==> src/rtl/mips_hazard_scoreboard.sv <==
// mips_hazard_scoreboard: RAW-hazard scoreboard for the MIPS-Lite pipeline.
// Tracks destination tags of instructions in the EX..WB stages and drives the
// decode-stage stall plus per-operand forwarding selects.
// Ports:
//   clk, rst_n           clock, asynchronous active-low reset
//   id_valid             decode stage holds a real instruction
//   id_src1/_used        rs tag and read flag
//   id_src2/_used        rt tag and read flag
//   id_dest, id_writes   destination tag and write flag
//   id_is_load           decode instruction is LDW
//   flush                kill the decode instruction (priority over stall)
//   stall                hold IF/ID and insert a bubble into EX
//   fwd_sel1/2           0 = register file, k = result of stage k
//   inflight             valid-and-writes per stage, bit k-1 = stage k
// Optional feature macro HAZARD_STATS_EN adds saturating counters
//   stall_cycles and fwd_events.
module mips_hazard_scoreboard #(
  parameter int NUM_REGS = 32,
  parameter int DEPTH    = 3,
  parameter int FORWARD  = 1,
  parameter int R0_ZERO  = 0,
  localparam int RW = $clog2(NUM_REGS),
  localparam int SW = $clog2(DEPTH + 1)
) (
  input  logic             clk,
  input  logic             rst_n,
  input  logic             id_valid,
  input  logic [RW-1:0]    id_src1,
  input  logic             id_src1_used,
  input  logic [RW-1:0]    id_src2,
  input  logic             id_src2_used,
  input  logic [RW-1:0]    id_dest,
  input  logic             id_writes,
  input  logic             id_is_load,
  input  logic             flush,
  output logic             stall,
  output logic [SW-1:0]    fwd_sel1,
  output logic [SW-1:0]    fwd_sel2,
  output logic [DEPTH-1:0] inflight
`ifdef HAZARD_STATS_EN
  ,
  output logic [31:0]      stall_cycles,
  output logic [31:0]      fwd_events
`endif
);
  logic [DEPTH:1] r_vld, r_wr, r_ld;
  logic [RW-1:0]  r_dst [1:DEPTH];
  logic [DEPTH:1] w_m1, w_m2;
  logic [SW-1:0]  w_sel1, w_sel2;
  logic           w_hz, w_take;
  always_comb begin
    w_m1 = '0;
    w_m2 = '0;
    for (int k = 1; k <= DEPTH; k++) begin
      w_m1[k] = id_src1_used & r_vld[k] & r_wr[k] & (r_dst[k] == id_src1) & !(R0_ZERO != 0 && id_src1 == '0);
      w_m2[k] = id_src2_used & r_vld[k] & r_wr[k] & (r_dst[k] == id_src2) & !(R0_ZERO != 0 && id_src2 == '0);
    end
  end
  // Scanning from the oldest stage down leaves the youngest producer selected.
  always_comb begin
    w_sel1 = '0;
    w_sel2 = '0;
    for (int k = DEPTH; k >= 1; k--) begin
      w_sel1 = w_m1[k] ? SW'(k) : w_sel1;
      w_sel2 = w_m2[k] ? SW'(k) : w_sel2;
    end
  end
  // With bypass only a load in EX can stall; without it every stage but WB
  // does, since WB writes the register file before decode reads it.
  always_comb begin
    w_hz = 1'b0;
    for (int k = 1; k <= DEPTH; k++)
      w_hz = w_hz | ((FORWARD != 0 ? (k == 1 && r_ld[1]) : (k < DEPTH)) & (w_m1[k] | w_m2[k]));
  end
  assign stall    = id_valid & !flush & w_hz;
  assign w_take   = id_valid & !flush & !w_hz;
  assign fwd_sel1 = FORWARD != 0 ? w_sel1 : '0;
  assign fwd_sel2 = FORWARD != 0 ? w_sel2 : '0;
  assign inflight = r_vld & r_wr;
  always_ff @(posedge clk or negedge rst_n) begin
    if (!rst_n) begin
      r_vld <= '0;
      r_wr  <= '0;
      r_ld  <= '0;
      for (int k = 1; k <= DEPTH; k++) r_dst[k] <= '0;
    end else begin
      for (int k = DEPTH; k >= 2; k--) begin
        r_vld[k] <= r_vld[k-1];
        r_wr[k]  <= r_wr[k-1];
        r_ld[k]  <= r_ld[k-1];
        r_dst[k] <= r_dst[k-1];
      end
      r_vld[1] <= w_take;
      r_wr[1]  <= w_take & id_writes;
      r_ld[1]  <= w_take & id_is_load;
      r_dst[1] <= id_dest;
    end
  end
`ifdef HAZARD_STATS_EN
  logic [1:0]  w_nf;
  logic [32:0] w_fe;
  assign w_nf = {1'b0, fwd_sel1 != '0} + {1'b0, fwd_sel2 != '0};
  assign w_fe = {1'b0, fwd_events} + ((!stall && id_valid) ? 33'(w_nf) : 33'd0);
  always_ff @(posedge clk or negedge rst_n) begin
    if (!rst_n) begin
      stall_cycles <= '0;
      fwd_events   <= '0;
    end else begin
      stall_cycles <= (stall && stall_cycles != '1) ? stall_cycles + 32'd1 : stall_cycles;
      fwd_events   <= w_fe[32] ? '1 : w_fe[31:0];
    end
  end
`endif
endmodule

==> config.mk <==
export PLATFORM = sky130hd
export DESIGN_NAME = mips_hazard_scoreboard
export DESIGN_NICKNAME = d
export VERILOG_FILES = /design/src/rtl/mips_hazard_scoreboard.sv
export SDC_FILE = /design/constraint.sdc
export NUM_CORES = 1
export LEC_CHECK = 0
export ABC_AREA = 0
export BUFFER_PORTS_ARGS = -buffer_cell sky130_fd_sc_hd__buf_2
export CAP_MARGIN = 20
export CORE_MARGIN = 2
export CORE_UTILIZATION = 47
export CTS_BUF_LIST = sky130_fd_sc_hd__clkbuf_4 sky130_fd_sc_hd__clkbuf_8
export DETAILED_ROUTE_END_ITERATION = 8
export GPL_TIMING_DRIVEN = 1
export HOLD_SLACK_MARGIN = 0.02
export PLACE_DENSITY = 0.74
export REMOVE_ABC_BUFFERS = 1
export SLEW_MARGIN = 15
export SYNTH_ARGS = -nofsm -noshare
export SYNTH_HDL_FRONTEND = slang
export SYNTH_SLANG_ARGS = --single-unit
==> constraint.sdc <==
create_clock -name clk -period 4.1 [get_ports clk]
set_input_delay 0.41 -clock clk [delete_from_list [all_inputs] [get_ports clk]]
set_output_delay 0.41 -clock clk [all_outputs]
set_load 0.03 [all_outputs]
* Word-level counts from Yosys, hierarchy flattened
Cells that the tools add are included.
Operators by class: eq/ne operators 6, multiplexer cells 6, bitwise operators 26, reductions and logical operators 2
Operator list (count):
- 5-bit == test | 6
- 1-bit AND | 24
- 2-bit 2-to-1 mux | 6
- 3-bit AND | 1
- 1-bit zero test | 2
- 1-bit OR | 1
Storage, ports and cells: flip-flop bits (word level) 22, bits of input ports 23, output and inout port bits 8, logic and storage cells 46

* Depth between registers and ports, before layout
word-level depth 8, depth in mapped cells 4, mapped depth without buffers 4

* Worst setup path after synthesis
No wires, ideal clock.
kind input port to output port, start point input port id_src2[1], end point output port fwd_sel2[1], data arrival time 1475 ps, required time 3690 ps, slack 2215 ps, stages 4, path buffers 0, path through xor2_1 -> nor4_1 -> nand4_1 -> a21oi_1
On the way: cells in the longest elaborated chain, start to end 5, elaborated cells between the ends (all ways) 9, classes of those cells eq/ne (3); mux (3); bitwise (3)
RTL lines:
- start: declaration | line 30 | input logic [RW-1:0] id_src2,
- 5-bit == test | line 56 | w_m2[k] = id_src2_used & r_vld[k] & r_wr[k] & (r_dst[k] == id_src2) & !(R0_ZERO != 0 && id_src2 == '0);
- 1-bit AND | line 56
- 2-bit 2-to-1 mux (2 in series) | line 65 | w_sel2 = w_m2[k] ? SW'(k) : w_sel2;
- 2-bit 2-to-1 mux * | line 65
- end: declaration | line 38 | output logic [SW-1:0] fwd_sel2,
Every way passes the cells marked *; elsewhere a longest branch is shown, timed or not.

* Final worst setup path
start point register r_dst[10] in the netlist's numbering, end point output port stall
On the way: cells in the longest elaborated chain, start to end 5, elaborated cells between the ends (all ways) 7, classes of those cells eq/ne (2); bitwise (5)
RTL lines:
- start: declaration | line 47 | logic [RW-1:0] r_dst [1:DEPTH];
- start signal: indexed assignment | line 91 | r_dst[k] <= r_dst[k-1];
- 5-bit == test, on equally long branches | line 55, 56
- 1-bit AND, on equally long branches | line 55, 56
- 1-bit OR * | line 73 | w_hz = w_hz | ((FORWARD != 0 ? (k == 1 && r_ld[1]) : (k < DEPTH)) & (w_m1[k] | w_m2[k]));
- 1-bit AND * | line 73
- 1-bit AND * | line 75 | assign stall = id_valid & !flush & w_hz;
- end: declaration | line 36 | output logic stall,
Marks and branches as above.

==> impl_results.md <==
* Fill count at 182
* Worst-path clk slew at 110 ps
* Fin crit share at 0.5463
* Core Area at 2002 um^2
* CP arrival at 1830 ps
* Met3 usage at 0.02976
* Area growth syn-to-layout at 20.40%
* Pleak at around 0.56 nW
* Die Ht at 50.41 um
* Worst-path fanout max at 4
* Worst setup EP type: primary output
* Max_slew headroom at 0.6940
* Post-cts sizing count at 0
* Seq cells post-synth at 22
* I/O Buffers at 30
* Via count at 724
* Register-to-register setup slack at around 2700 ps
* Clock buffer depth at 2
* Top cell type by total area after synthesis: dfrtp_1
* Total grt overflow at 0
* Initial antenna violation count at 0
* Power per standard cell area at ~310 nW/um^2
* Status: complete, no violations
* M1 GR Usage at 0.2285
* Final setup margin at 1860 ps
* WL/cell at ~13 um
* Endpoints failing setup at 0
* Worst r2r src: r_dst[10]
* WP data required at 3690 ps
* Rows at 16
* Routed WL at 1911 um
* Global-route wire length before repair at 3367 um
* Vias in the first global route at 785
* Syn Area/Cell at 12.34 um^2
* Post-Synthesis Cell Area at ~1000 um^2
* Final hold vios at 0
* Post-CTS Hold Buffers at 0
* IO Count at 31
* Clk root buf: clkbuf_4
* Number of synthesis warnings at 0
* Met2 GRT Util at 0.3026
* Dpl cells at 139
* Critical path start-end classification: flop to primary output
* Total chip power at 0.3821 mW
* Clock skew at 5.463 ps
* Share of layout cells above drive strength 1 at 0.3043
* Via/cell ratio at ~5.1
* F_max at between 400 and 500 MHz
* Netlist cell types at 20
* Area of placed instances at 1196 um^2
* Die area at around 2500 um^2
* Die span in x at 50.41 um
* Pre-antenna DRT Iters at 4
* H-tree depth at 1
* DRC at 0
* Hold Crit Class: primary input to asynchronous set/reset pin
* RSZ-0062 raised after global routing: no
* Post-CTS Setup Inserts at 0
* Most Crowded Layer GR: met2
* Antenna diodes at 0
* Num CTS Buffers at 3
* Finished Core Util at 0.6088
* Max-slew violation count at 0
* Post-synthesis instance total at 82
* Skew-Pair Late Insertion Delay at 300 ps
* GRT Resource Usage Total at 0.1824
* Starting Density at 0.5056
* Setup TNS at 0 ps
* Final net count at 140
* Largest net degree at the start of global routing at 23
* Synth top area cells: dfrtp_1, xor2_1, xnor2_1
* CTS tree: built
* Reg-to-reg endpoint: r_wr[1]
* Initial DRC count at 4
* Period minus WS final at 2240 ps
* Final GP Congestion at about 0.84
* Remaining antenna violation count at 0
* Worst slew pin tran at between 400 and 500 ps
* Worst setup path startpoint: r_dst[10]
* DP Worst Slack at a little over 2000 ps
* Max-Cap Viols at 0
* Sinks on Clock Net at 22
* Final Non-Filler Cells at 142
* R2r worst-path depth at 4
* CP startpoint kind: flop
* Worst hold slack at around 40 ps
* Seq/Total Area, Yosys at 0.5439
* Cell area after layout at between 1000 and 1500 um^2
* Peak VDD IR at 0.1635 mV
* Synth top area share at 0.5439
==> where the power goes <==
part	internal [mW]	switching, mW	total [mW]
registers	0.227	0.00902	0.236
logic	0.0256	0.0279	0.0535
clock network	0.0343	0.0580	0.0922
total	0.287	0.0949	0.382
==> metal layers <==
| layer | share of wire | wire [um] |
|---|---|---|
| met3 | 0.044 | 84 |
| met1 | 0.41 | 785 |
| met2 | 0.52 | 996 |
| met4 | 0.023 | 44 |
| met5 | 0 | 0 |
==> final cells by class <==
class / count / area (um^2) / area share
Tap cell: 27 / 33.78 / 0.02772
Timing Repair Buffer: 30 / 150.1 / 0.1232
Multi-Input combinational cell: 59 / 457.9 / 0.3758
Inverter: 1 / 3.754 / 0.003080
Sequential cell: 22 / 550.5 / 0.4517
Clock buffer: 3 / 22.52 / 0.01848
==> state kept, by name, summed over array words and instances, names as in the netlist <==
signal	flops
r_vld	3
r_wr	3
r_ld	1
r_dst	15
==> layout by cell type (no fill, tap or decap), types with 2 or more instances in the layout <==
cell type and instances:
buf_2 30, dfrtp_1 22, xor2_1 16, xnor2_1 14, nand4_1 5, nor4_1 4, and2_1 3, clkbuf_4 3
nand3_1 2, nor2_1 2, and4_1 2, nor3b_1 2
==> critical path, cell delays in order (launching register included) <==
cell and delay, ps:
dfrtp_1 430, xnor2_1 190, nand4_1 160, o32ai_2 370, and2b_2 190, buf_2 180
==> cells in the mapped netlist <==
| library cell | number |
|---|---|
| and2b_2 | 1 |
| nor3b_1 | 2 |
| xor2_1 | 16 |
| o32ai_2 | 1 |
| a21oi_1 | 1 |
| a31o_1 | 1 |
| nand4_1 | 5 |
| xnor2_1 | 14 |
| o22ai_1 | 1 |
| nor4_1 | 4 |
| o22a_1 | 1 |
| nand2_1 | 1 |
| nand2b_1 | 1 |
| nor2_1 | 2 |
| and4_1 | 2 |
| inv_1 | 1 |
| dfrtp_1 | 22 |
| and3_1 | 1 |
| and2_1 | 3 |
| nand3_1 | 2 |
==> worst max-delay path by stage <==
stage | endpoint | slack [ps] | cells after the start
2_1_floorplan | fwd_sel2[1] | 2220 | 4
3_3_place_gp | stall | 2080 | 6
3_5_place_dp | stall | 2060 | 6
4_1_cts | stall | 1830 | 5
5_1_grt | stall | 1680 | 5
6_report | stall | 1860 | 5
==> cell families after synthesis <==
group,after synthesis,synth area share
xor gates and xnor gates,30,0.2596
buffers and inverters,1,0.003705
and+or+nand+nor,24,0.1483
AOI/OAI and AO/OA,5,0.04451
DFF,22,0.5439
Note: power is estimated with default switching activity, not from simulation.
